===== src/rtl/sa_tile_arbiter_if.sv =====
// Request/grant and beat-issue bundle between tile requesters, the tile arbiter
// and the systolic array input path.
interface sa_tile_arbiter_if #(
  parameter int NUM_REQ = 4,
  parameter int ROWS    = 4,
  parameter int WID_W   = 8
);
  logic [NUM_REQ-1:0]       req_valid;
  logic [NUM_REQ*WID_W-1:0] req_wid;
  logic                     fifo_has_space;
  logic                     drained;
  logic [NUM_REQ-1:0]       gnt;
  logic                     gnt_pulse;
  logic                     weight_enable;
  logic                     input_enable;
  logic [$clog2(ROWS)-1:0]  row_sel;
  logic                     new_weight;
  logic                     tile_done;

  modport master (
    output req_valid, req_wid, fifo_has_space, drained,
    input  gnt, gnt_pulse, weight_enable, input_enable, row_sel, new_weight, tile_done
  );

  modport slave (
    input  req_valid, req_wid, fifo_has_space, drained,
    output gnt, gnt_pulse, weight_enable, input_enable, row_sel, new_weight, tile_done
  );
endinterface


===== src/rtl/sa_tile_arbiter.sv =====
// Round-robin owner arbitration for a systolic array: weight load, input stream, drain.
// Optional macro SA_ARB_WEIGHT_REUSE_EN skips the weight load when the weight set is already resident.
module sa_tile_arbiter #(
  parameter int NUM_REQ = 4,
  parameter int ROWS    = 4,
  parameter int WID_W   = 8
) (
  input logic             CLK,
  input logic             nRST,
  sa_tile_arbiter_if.slave arb
);
  localparam int IDX_W = $clog2(NUM_REQ);
  localparam int ROW_W = $clog2(ROWS);

  typedef enum logic [1:0] {
    IDLE   = 2'd0,
    LOAD   = 2'd1,
    STREAM = 2'd2,
    DRAIN  = 2'd3
  } state_t;

  state_t             state_r;
  state_t             state_s;
  logic [NUM_REQ-1:0] gnt_r;
  logic               gnt_pulse_r;
  logic               new_weight_r;
  logic               tile_done_r;
  logic [ROW_W-1:0]   row_sel_r;
  logic [IDX_W-1:0]   rr_ptr_r;
  logic [IDX_W-1:0]   owner_r;
  logic [IDX_W-1:0]   sel_s;
  logic               found_s;
  logic               need_load_s;
  logic               last_row_s;
  logic               weight_enable_s;
  logic               input_enable_s;

  assign last_row_s = (row_sel_r == ROW_W'(ROWS - 1));

  // Pick the first pending requester at or after rr_ptr, wrapping cyclically.
  always_comb begin
    logic [IDX_W-1:0] cand;
    logic             hit;
    found_s = 1'b0;
    sel_s   = rr_ptr_r;
    for (int k = 0; k < NUM_REQ; k++) begin
      cand    = rr_ptr_r + IDX_W'(k);
      hit     = arb.req_valid[cand] && !found_s;
      sel_s   = hit ? cand : sel_s;
      found_s = found_s | hit;
    end
  end

`ifdef SA_ARB_WEIGHT_REUSE_EN
  logic               last_valid_r;
  logic [WID_W-1:0]   last_wid_r;
  logic [WID_W-1:0]   tile_wid_r;
  logic [WID_W-1:0]   sel_wid_s;

  assign sel_wid_s   = arb.req_wid[sel_s*WID_W +: WID_W];
  assign need_load_s = !(last_valid_r && (sel_wid_s == last_wid_r));

  // The tile's ID is frozen at grant so later req_wid changes cannot leak in.
  always_ff @(posedge CLK) begin
    if (!nRST) begin
      last_valid_r <= 1'b0;
      last_wid_r   <= '0;
      tile_wid_r   <= '0;
    end else if (state_r == IDLE && found_s) begin
      tile_wid_r <= sel_wid_s;
    end else if (state_r == LOAD && arb.fifo_has_space && last_row_s) begin
      last_wid_r   <= tile_wid_r;
      last_valid_r <= 1'b1;
    end
  end
`else
  logic unused_wid_s;

  // Without reuse every tile reloads, so the weight-set IDs are irrelevant.
  assign unused_wid_s = ^arb.req_wid;
  assign need_load_s  = 1'b1;
`endif

  // State register.
  always_ff @(posedge CLK) begin
    if (!nRST) state_r <= IDLE;
    else       state_r <= state_s;
  end

  // Next-state logic.
  always_comb begin
    state_s = state_r;
    case (state_r)
      IDLE: begin
        if (found_s) state_s = need_load_s ? LOAD : STREAM;
        else         state_s = IDLE;
      end
      LOAD: begin
        if (arb.fifo_has_space && last_row_s) state_s = STREAM;
        else                                  state_s = LOAD;
      end
      STREAM: begin
        if (arb.fifo_has_space && last_row_s) state_s = DRAIN;
        else                                  state_s = STREAM;
      end
      DRAIN: begin
        if (arb.drained) state_s = IDLE;
        else             state_s = DRAIN;
      end
      default: state_s = IDLE;
    endcase
  end

  // Beat strobes follow the current cycle's fifo space so a stall never issues a beat.
  always_comb begin
    weight_enable_s = 1'b0;
    input_enable_s  = 1'b0;
    if (nRST) begin
      weight_enable_s = (state_r == LOAD)   && arb.fifo_has_space;
      input_enable_s  = (state_r == STREAM) && arb.fifo_has_space;
    end else begin
      weight_enable_s = 1'b0;
      input_enable_s  = 1'b0;
    end
  end

  // Grant ownership, row counter and round-robin pointer.
  always_ff @(posedge CLK) begin
    if (!nRST) begin
      gnt_r        <= '0;
      gnt_pulse_r  <= 1'b0;
      new_weight_r <= 1'b0;
      tile_done_r  <= 1'b0;
      row_sel_r    <= '0;
      rr_ptr_r     <= '0;
      owner_r      <= '0;
    end else begin
      gnt_pulse_r <= 1'b0;
      tile_done_r <= 1'b0;
      case (state_r)
        IDLE: begin
          if (found_s) begin
            gnt_r        <= NUM_REQ'(1) << sel_s;
            owner_r      <= sel_s;
            gnt_pulse_r  <= 1'b1;
            new_weight_r <= need_load_s;
            row_sel_r    <= '0;
          end
        end
        LOAD, STREAM: begin
          if (arb.fifo_has_space) begin
            row_sel_r <= last_row_s ? '0 : row_sel_r + ROW_W'(1);
          end
        end
        DRAIN: begin
          if (arb.drained) begin
            tile_done_r  <= 1'b1;
            gnt_r        <= '0;
            new_weight_r <= 1'b0;
            rr_ptr_r     <= owner_r + IDX_W'(1);
          end
        end
        default: begin
          gnt_r <= '0;
        end
      endcase
    end
  end

  assign arb.gnt           = gnt_r;
  assign arb.gnt_pulse     = gnt_pulse_r;
  assign arb.weight_enable = weight_enable_s;
  assign arb.input_enable  = input_enable_s;
  assign arb.row_sel       = row_sel_r;
  assign arb.new_weight    = new_weight_r;
  assign arb.tile_done     = tile_done_r;
endmodule

===== src/flat_wrapper.sv =====
// flat-port wrapper written by rule: the top's interface ports become plain ports
module sa_tile_arbiter_flat 
#(
  parameter int NUM_REQ = 4,
  parameter int ROWS    = 4,
  parameter int WID_W   = 8
)
  (CLK, nRST, arb_req_valid, arb_req_wid, arb_fifo_has_space, arb_drained, arb_gnt, arb_gnt_pulse, arb_weight_enable, arb_input_enable, arb_row_sel, arb_new_weight, arb_tile_done);
  sa_tile_arbiter_if #(.NUM_REQ(NUM_REQ), .ROWS(ROWS), .WID_W(WID_W)) arb_i ();
  input logic CLK;
  input logic nRST;
  input wire logic [$bits(arb_i.req_valid)-1:0] arb_req_valid;
  input wire logic [$bits(arb_i.req_wid)-1:0] arb_req_wid;
  input wire logic [$bits(arb_i.fifo_has_space)-1:0] arb_fifo_has_space;
  input wire logic [$bits(arb_i.drained)-1:0] arb_drained;
  output wire logic [$bits(arb_i.gnt)-1:0] arb_gnt;
  output wire logic [$bits(arb_i.gnt_pulse)-1:0] arb_gnt_pulse;
  output wire logic [$bits(arb_i.weight_enable)-1:0] arb_weight_enable;
  output wire logic [$bits(arb_i.input_enable)-1:0] arb_input_enable;
  output wire logic [$bits(arb_i.row_sel)-1:0] arb_row_sel;
  output wire logic [$bits(arb_i.new_weight)-1:0] arb_new_weight;
  output wire logic [$bits(arb_i.tile_done)-1:0] arb_tile_done;
  assign arb_i.req_valid = arb_req_valid;
  assign arb_i.req_wid = arb_req_wid;
  assign arb_i.fifo_has_space = arb_fifo_has_space;
  assign arb_i.drained = arb_drained;
  assign arb_gnt = arb_i.gnt;
  assign arb_gnt_pulse = arb_i.gnt_pulse;
  assign arb_weight_enable = arb_i.weight_enable;
  assign arb_input_enable = arb_i.input_enable;
  assign arb_row_sel = arb_i.row_sel;
  assign arb_new_weight = arb_i.new_weight;
  assign arb_tile_done = arb_i.tile_done;
  sa_tile_arbiter #(.NUM_REQ(NUM_REQ), .ROWS(ROWS), .WID_W(WID_W)) u_core (.CLK(CLK), .nRST(nRST), .arb(arb_i));
endmodule

===== config.mk =====
export PLATFORM = sky130hd
export DESIGN_NAME = sa_tile_arbiter_flat
export DESIGN_NICKNAME = d
export VERILOG_FILES = /design/src/rtl/sa_tile_arbiter_if.sv /design/src/rtl/sa_tile_arbiter.sv /design/src/flat_wrapper.sv
export SDC_FILE = /design/constraint.sdc
export NUM_CORES = 1
export LEC_CHECK = 0
export ABC_AREA = 1
export CAP_MARGIN = 20
export CORE_AREA = 2 2 54 56
export CTS_BUF_LIST = sky130_fd_sc_hd__clkbuf_16
export DETAILED_ROUTE_END_ITERATION = 10
export DIE_AREA = 0 0 56 58
export MAX_ROUTING_LAYER = met4
export PLACE_DENSITY_LB_ADDON = 0.1
export SLEW_MARGIN = 20
export SYNTH_ARGS = -nofsm -noshare
export SYNTH_HDL_FRONTEND = slang
export SYNTH_SLANG_ARGS = --single-unit

===== constraint.sdc =====
create_clock -name CLK -period 3.6 [get_ports CLK]
set_clock_uncertainty 0.05 [all_clocks]
set_input_delay 0.54 -clock CLK [delete_from_list [all_inputs] [get_ports CLK]]
set_output_delay 0.54 -clock CLK [all_outputs]
set_load 0.02 [all_outputs]

== Word level (Yosys, flattened, before mapping) ==
Cells that the tools add are included.

* Flip-flop bits (word level): 15
* Bits of input ports: 40
* Memory bits (writable): 0
* Bits in latches: 0
* Output and inout port bits: 11
* Logic and storage cells: 77
* Memories: 0
* ROM bits: 0

* Order comparisons: 4
* Reduce and logical (&&, ||, !) cells: 19
* $add $sub $neg: 5
* Bitwise logic cells: 3
* Shift-type cells: 1
* Multiplexer cells: 30
* Eq/ne operators: 7
* Multiply operators: 0
* Divide/modulo/power cells: 0

{| class="wikitable"
|+ Operator list
! cell !! number
|-
| $mux W2 || 8
|-
| $lt A2 B3 Y1 const B || 4
|-
| $mux W1 || 12
|-
| $bmux W1 S2 || 4
|-
| $mux W4 || 2
|-
| $pmux W2 S4 || 1
|-
| $pmux W4 S2 || 1
|-
| $reduce_and A2 Y1 || 4
|-
| $add A2 B1 Y2 const B || 3
|-
| $eq A2 B2 Y1 const B || 3
|-
| $logic_and A1 B1 Y1 || 6
|-
| $reduce_and A3 Y1 || 2
|-
| $add A2 B2 Y2 const B || 2
|-
| $ne A2 B2 Y1 const B || 2
|-
| $pmux W2 S2 || 1
|-
| $reduce_bool A2 Y1 || 2
|-
| $shl A1 B2 Y4 const A || 1
|-
| $logic_not A1 Y1 || 3
|-
| $or A1 B1 Y1 || 3
|-
| $eq A2 B1 Y1 const B || 1
|-
| $logic_not A2 Y1 || 1
|-
| $ne A2 B1 Y1 const B || 1
|-
| $pmux W1 S2 || 1
|-
| $reduce_or A2 Y1 || 1
|}

== Longest topological paths before layout ==
Gate-level depths: netlist of the first run.

* Word-level depth: 14
* Depth in mapped cells: 14
* Depth with buffers taken out: 13

== Least setup slack after synthesis of the first run ==
OpenSTA, ideal clock, no wires.

* Kind: input port to output port
* From: input nRST
* To: output arb_input_enable
* Path buffers: 1
* Path slack: 1788 ps
* Stages on the path: 3
* Data required time: 3010 ps
* Data arrival time: 1222 ps
* Cell sequence: inv_1 clkbuf_1 nor3_1

* Cells in the longest elaborated chain, start to end: 1

{| class="wikitable"
|+ RTL lines
! what !! RTL line !! source
|-
| from (decl) || flat_wrapper.sv:11 || <nowiki>input logic nRST;</nowiki>
|-
| $mux W1 || sa_tile_arbiter.sv:118 || <nowiki>if (nRST) begin</nowiki>
|-
| to (decl) || flat_wrapper.sv:19 || <nowiki>output wire logic [$bits(arb_i.input_enable)-1:0] arb_input_enable;</nowiki>
|}

Every way passes these cells.

== Worst setup path in the final report of the first run ==
Ends and elaborated chain as after synthesis.

==> summary.md, run 1 <==
| Metric | Value |
|---|---|
| Share of layout cells above drive strength 1 | 0.163 |
| Vias in the first global route | 988 |
| Reg2Reg Depth | 13 |
| Commonest non-fill, non-tap cell in the layout | nand2_1 |
| Layout net count | 231 |
| Initial core utilization | 0.425 |
| Initial antenna violation count | 0 |
| Skew-Pair Late Insertion Delay | 0.24 ns |
| CP peak stage delay | 0.63 ns |
| HP Class | register to register |
| Core footprint | 0.00266 mm^2 |
| DP Area | 0.00132 mm^2 |
| Status | finished clean |
| Crit. End Element | output pin |
| PnR worst setup slack | 0.879 ns |
| Number of distinct library cells after synthesis | 27 |
| Max-slew violations | 0 |
| Crit-path slowest cell | clkdlybuf4s50_1 |
| Maxcap violations | 0 |
| Rel. slew slack | 0.701 |
| Via count | 1,053 |
| Die area | 0.00325 mm^2 |
| Placed cell count | 211 |
| Die width | 56 um |
| Placement Setup Slack | 0.873 ns |
| Post-synth EDFFs | 0 |
| Clk slew on worst S/H paths | 0.05 ns |
| Total grt overflow | 0 |
| Syn avg cell area | 6.81 um^2 |
| Crit-path cells | clkdlybuf4s50_1 -> inv_1 -> nor3_1 -> clkdlybuf4s50_1 |
| Crit path launch type | input port |
| Max clock buf depth | 2 |
| Final worst path period need | 2.72 ns |
| Final hold viol count | 0 |
| Die Y | 58 um |
| IO buf count | 18 |
| Setup Crit Path Kind | input port to output pin |
| CP dominant cell by count | clkdlybuf4s50_1 |
| First-pass GRT wire length | 4.11 mm |
| DRC Markers | 0 |
| Yosys warns | 0 |
| R2r endpoint | u_core.owner_r[1] |
| Power per cell area | 362 mW/mm^2 |
| Yosys reg bits | 15 |
| Syn Std Cell Area | 0.00113 mm^2 |
| Cts hold-fix bufs | 0 |
| Synthesis-to-layout area growth | 23.8% |
| Worst-Margin Slew | 0.447 ns |
| WHS | 0.417 ns |
| Syn Inst Count | 166 |
| Power Total | 0.507 mW |
| Critical Path End | arb_input_enable |
| Fmax | 0.368 GHz |
| Non-filler cells, final | 215 |
| Final ANT Viol Nets | 0 |
| R2R Setup Slk | 1.46 ns |
| Routability cong. | 0.836 |
| Setup Buffers After CTS | 0 |
| Drt pass-1 iters | 4 |
| Fin util | 0.526 |
| CTS H-Tree Depth | 1 |
| Final period utilization | 0.756 |
| Seq/Total Area, Yosys | 0.265 |
| N_diodes | 0 |
| CP Launch Point | nRST |
| Primary FF master, synth | dfxtp_1 |
| Worst reg2reg startpoint | u_core.rr_ptr_r[0] |
| Ys async rst share | 0 |
| IO Pins | 51 |
| CTS Buf Count | 3 |
| CTS sink count | 15 |
| Total global-route track usage | 0.162 |
| Routed wire per std cell | 10.5 um |
| Arrival @ worst endpoint | 2.13 ns |
| Worst vdd ir | 308 uV |
| Most frequent cells in the layout | nand2_1, nand3_1, clkdlybuf4s50_1 |
| Clock root cell | clkbuf_16 |
| Total wire length | 2.26 mm |
| Post-CTS sizing | 0 |
| Leakage power | 0.635 nW |
| 1st-iter DRT viols | 33 |
| Cell area after layout | 0.00140 mm^2 |
| HPWL after DPL | 1.80 mm |
| Final setup fails | 0 |
| Rows | 19 |
| CTS tree | done |
| Setup TNS | 0 ns |
| Vias per cell | 4.90 |
| RSZ-0062 raised after global routing | false |
| CP max FO | 11 |
| Largest net degree at the start of global routing | 14 |
| CP Data Required Time | 3.01 ns |
| Mapped Nets | 212 |
[power by group]
part | internal [mW] | switching, mW | leakage (nW)
Clock | 0.148 | 0.0674 | 0.0409
Sequential | 0.177 | 0.00648 | 0.123
Combinational | 0.0457 | 0.0623 | 0.471
Total | 0.371 | 0.136 | 0.635
[cell usage after synthesis, types with 2 or more instances]
master	instances	area, um^2
xor2_1	2	17.5
a21oi_1	11	55.1
dfxtp_1	15	300
nand3_1	19	95.1
nor2_1	6	22.5
nand2_1	49	184
nor3_1	2	10.0
inv_1	16	60.1
nand2_4	4	45.0
o21ai_0	5	25.0
nand2_2	10	62.6
buf_4	2	15.0
ha_1	6	75.1
o21ai_2	2	17.5
inv_2	5	18.8
[cell families (layout without fill, tap and decap cells)]
group                    Yosys count  after routing  synth area share
AO/OA/AOI/OAI                     22             22             0.123
XOR/XNOR                           3              3            0.0232
adder cells (fa/ha/maj)            6              6            0.0664
buffers and inverters             25             43            0.0962
flip-flops                        15             15             0.265
AND/OR/NAND/NOR                   95             95             0.426
[critical path, delay by kind of cell]
family | cells | cell delay (ns)
buffers and inverters | 3 | 1.42
and+or+nand+nor | 1 | 0.18
[worst min path at each step]
stage | startpoint | end | cells after the start
3_3_place_gp | u_core.arb.gnt[3] | u_core.arb.gnt[3] | 2
3_5_place_dp | u_core.arb.gnt[1] | u_core.arb.gnt[1] | 2
5_1_grt | u_core.arb.gnt[2] | u_core.arb.gnt[2] | 2
2_1_floorplan | u_core.owner_r[0] | u_core.rr_ptr_r[0] | 1
6_report | u_core.arb.gnt[2] | u_core.arb.gnt[2] | 2
4_1_cts | u_core.arb.gnt[2] | u_core.arb.gnt[2] | 2
[sequential cells by signal (all words and copies together) (netlist names)]
| register | flops |
|---|---|
| u_core.arb.gnt | 4 |
| u_core.arb.gnt_pulse | 1 |
| u_core.arb.new_weight | 1 |
| u_core.arb.row_sel | 2 |
| u_core.arb.tile_done | 1 |
| u_core.owner_r | 2 |
| u_core.rr_ptr_r | 2 |
| u_core.state_r | 2 |
[metal layers]
metal	vias to the layer above	GRT usage	wire length (um)
li1	565	-	-
met1	467	0.197	1130
met2	17	0.267	1040
met3	4	0.0357	76
met4	0	0.0578	19
met5	-	-	0
[cell type report]
| type | count | area, um^2 |
|---|---|---|
| Clock inverter | 1 | 5.00 |
| Clock buffer | 3 | 75.1 |
| Multi-Input combinational cell | 126 | 722 |
| Tap cell | 31 | 38.8 |
| Sequential cell | 15 | 300 |
| Fill cell | 269 | 1260 |
| Timing Repair Buffer | 18 | 180 |
| Inverter | 21 | 78.8 |
Power figures use the tool's default switching activity.
==> inputs of run 2 (changes only) <==
--- a/config.mk
+++ b/config.mk
@@ -7,10 +7,10 @@
 export LEC_CHECK = 0
 export ABC_AREA = 1
 export CAP_MARGIN = 20
-export CORE_AREA = 2 2 54 56
+export CORE_AREA = 2 2 59 61
 export CTS_BUF_LIST = sky130_fd_sc_hd__clkbuf_16
 export DETAILED_ROUTE_END_ITERATION = 10
-export DIE_AREA = 0 0 56 58
+export DIE_AREA = 0 0 61 63
 export MAX_ROUTING_LAYER = met4
 export PLACE_DENSITY_LB_ADDON = 0.1
 export SLEW_MARGIN = 20
==> constraint.sdc (replaced) <==
create_clock -name CLK -period 2.4 [get_ports CLK]
set_clock_uncertainty 0.05 [all_clocks]
set_input_delay 0.36 -clock CLK [delete_from_list [all_inputs] [get_ports CLK]]
set_output_delay 0.36 -clock CLK [all_outputs]
set_load 0.02 [all_outputs]
==> summary.md, run 2 (same netlist as run 1, synthesis figures left out) <==
| Metric | Value |
|---|---|
| Status | finished clean (unchanged) |
| Crit path launch type | input port (unchanged) |
| R2R Setup Slk | 0.54 ns (was 1.46 ns) |
| Largest register FFs | 4 (unchanged) |
| CTS tree | done (unchanged) |
| Drt pass-1 iters | 4 (unchanged) |
| Vias per cell | 4.56 (was 4.90) |
| Worst reg2reg startpoint | u_core.rr_ptr_r[1] (was u_core.rr_ptr_r[0]) |
| Vias in the first global route | 989 (was 988) |
| R2r endpoint | u_core.owner_r[1] (unchanged) |
| Worst vdd ir | 362 uV (was 308 uV) |
| Routed wire per std cell | 10.0 um (was 10.5 um) |
| Initial antenna violation count | 0 (unchanged) |
| Crit-path slowest cell | clkdlybuf4s50_1 (unchanged) |
| CP max FO | 4 (was 11) |
| Rel. slew slack | 0.795 (was 0.701) |
| RSZ-0062 raised after global routing | false (unchanged) |
| IO buf count | 18 (unchanged) |
| Routability cong. | 0.913 (was 0.836) |
| Clk slew on worst S/H paths | 0.05 ns (about the same) |
| Power per cell area | 530 mW/mm^2 (was 362 mW/mm^2) |
| IO Pins | 51 (unchanged) |
| Worst Hold End | u_core.arb.gnt[1] (was u_core.arb.gnt[2]) |
| Largest net degree at the start of global routing | 13 (was 14) |
| Setup Crit Path Kind | input port to output pin (unchanged) |
| Final hold viol count | 0 (unchanged) |
| Max clock buf depth | 2 (unchanged) |
| Fmax | 0.461 GHz |
| Family with the most delay on the worst path | buffers and inverters (unchanged) |
| CTS sink count | 15 (unchanged) |
| Via count | 1,063 (was 1,053) |
| Clock root cell | clkbuf_16 (unchanged) |
| Synthesis-to-layout area growth | 27.4% (was 23.8%) |
| Final worst path period need | 2.17 ns |
| Rows | 21 (was 19) |
| Total global-route track usage | 0.146 (was 0.162) |
| Post-CTS sizing | 0 (unchanged) |
| CTS Buf Count | 3 (unchanged) |
| Worst-Margin Slew | 0.307 ns (was 0.447 ns) |
| 1st-iter DRT viols | 53 (was 33) |
| Setup TNS | 0 ns (unchanged) |
| Core footprint | 0.00323 mm^2 (was 0.00266 mm^2) |
| CTS H-Tree Depth | 1 (unchanged) |
| Share of layout cells above drive strength 1 | 0.176 (was 0.163) |
| Final ANT Viol Nets | 0 (unchanged) |
| Crit-path cells | clkdlybuf4s50_1 -> inv_1 -> nor3_1 -> clkdlybuf4s50_1 (unchanged) |
| Cts hold-fix bufs | 0 (unchanged) |
| Final setup fails | 0 (unchanged) |
| Maxcap violations | 0 (unchanged) |
| Hold_sp | u_core.arb.gnt[1] (was u_core.arb.gnt[2]) |
| Most frequent cells in the layout | nand2_1, nand3_1, clkdlybuf4s50_1 (unchanged) |
| Hold Path Stages | 2 (unchanged) |
| Total grt overflow | 0 (unchanged) |
| HPWL after DPL | 1.89 mm (was 1.80 mm) |
| DRC Markers | 0 (unchanged) |
| Power Total | 0.764 mW (was 0.507 mW) |
| Layout net count | 234 (was 231) |
| Skew-Pair Late Insertion Delay | 0.25 ns (was 0.24 ns) |
| Die width | 61 um (was 56 um) |
| Initial core utilization | 0.350 (was 0.425) |
| WHS | 0.416 ns (was 0.417 ns) |
| Setup Buffers After CTS | 0 (unchanged) |
| HP Class | register to register (unchanged) |
| Die Y | 63 um (was 58 um) |
| Buf+Inv Stages, Crit Path | 3 (unchanged) |
| Leakage power | 0.650 nW (was 0.635 nW) |
| Max-slew violations | 0 (unchanged) |
| N_diodes | 0 (unchanged) |
| CP peak stage delay | 0.63 ns (about the same) |
| Arrival @ worst endpoint | 1.76 ns (was 2.13 ns) |
| Total wire length | 2.33 mm (was 2.26 mm) |
| Crit. End Element | output pin (unchanged) |
| Reg2Reg Depth | 13 (unchanged) |
| CP Data Required Time | 1.99 ns (was 3.01 ns) |
| CP dominant cell by count | clkdlybuf4s50_1 (unchanged) |
| Commonest non-fill, non-tap cell in the layout | nand2_1 (unchanged) |
| Die area | 0.00384 mm^2 (was 0.00325 mm^2) |
| Final period utilization | 0.903 |
| First-pass GRT wire length | 4.13 mm (was 4.11 mm) |
## run 2: tightest hold or removal path, cell delays in order (launching register included)
cell and delay [ns]:
dfxtp_1 0.31, nand2_1 0.06, a21oi_1 0.05
## run 2: report_power, final
| part | total [mW] | internal, mW | switching (mW) |
|---|---|---|---|
| Clock | 0.325 | 0.222 | 0.103 |
| Sequential | 0.276 | 0.265 | 0.0103 |
| Combinational | 0.163 | 0.0706 | 0.0925 |
## run 2: metal layers
| layer | vias to the layer above | part of all wire | global-route usage |
|---|---|---|---|
| met4 | 0 | 0.025 | 0.0734 |
| li1 | 576 | - | - |
| met2 | 10 | 0.51 | 0.243 |
| met5 | - | 0 | - |
| met3 | 6 | 0.021 | 0.0248 |
| met1 | 471 | 0.44 | 0.162 |
## run 2: how the worst max path moves through the flow
stage | startpoint | endpoint | cells past startpoint
floorplan | u_core.rr_ptr_r[1] | u_core.owner_r[1] | 14
global placement | arb_fifo_has_space | arb_input_enable | 4
detailed placement | arb_fifo_has_space | arb_input_enable | 4
CTS | arb_fifo_has_space | arb_input_enable | 4
global route | arb_fifo_has_space | arb_input_enable | 4
finish | arb_fifo_has_space | arb_input_enable | 4
## run 2: metrics by stage
step | area, um^2 | utilization | worst slack (ns) | std cells
floorplan | 1130 | - | 0.828 | 166
global placement | 1360 | 0.421 | 0.242 | 229
detailed placement | 1360 | 0.421 | 0.241 | 229
CTS | 1440 | 0.446 | 0.224 | 233
global route | 1440 | 0.446 | 0.170 | 233
finish | 1440 | 0.446 | 0.232 | 233
## run 2: area by class of cell
cell class,instances,area (um^2)
clock inverter,1,5.00
timing repair buffer,21,203
fill,346,1790
sequential,15,300
multi-input combinational,126,722
clock buffer,3,75.1
tap,46,57.6
inverter,21,78.8
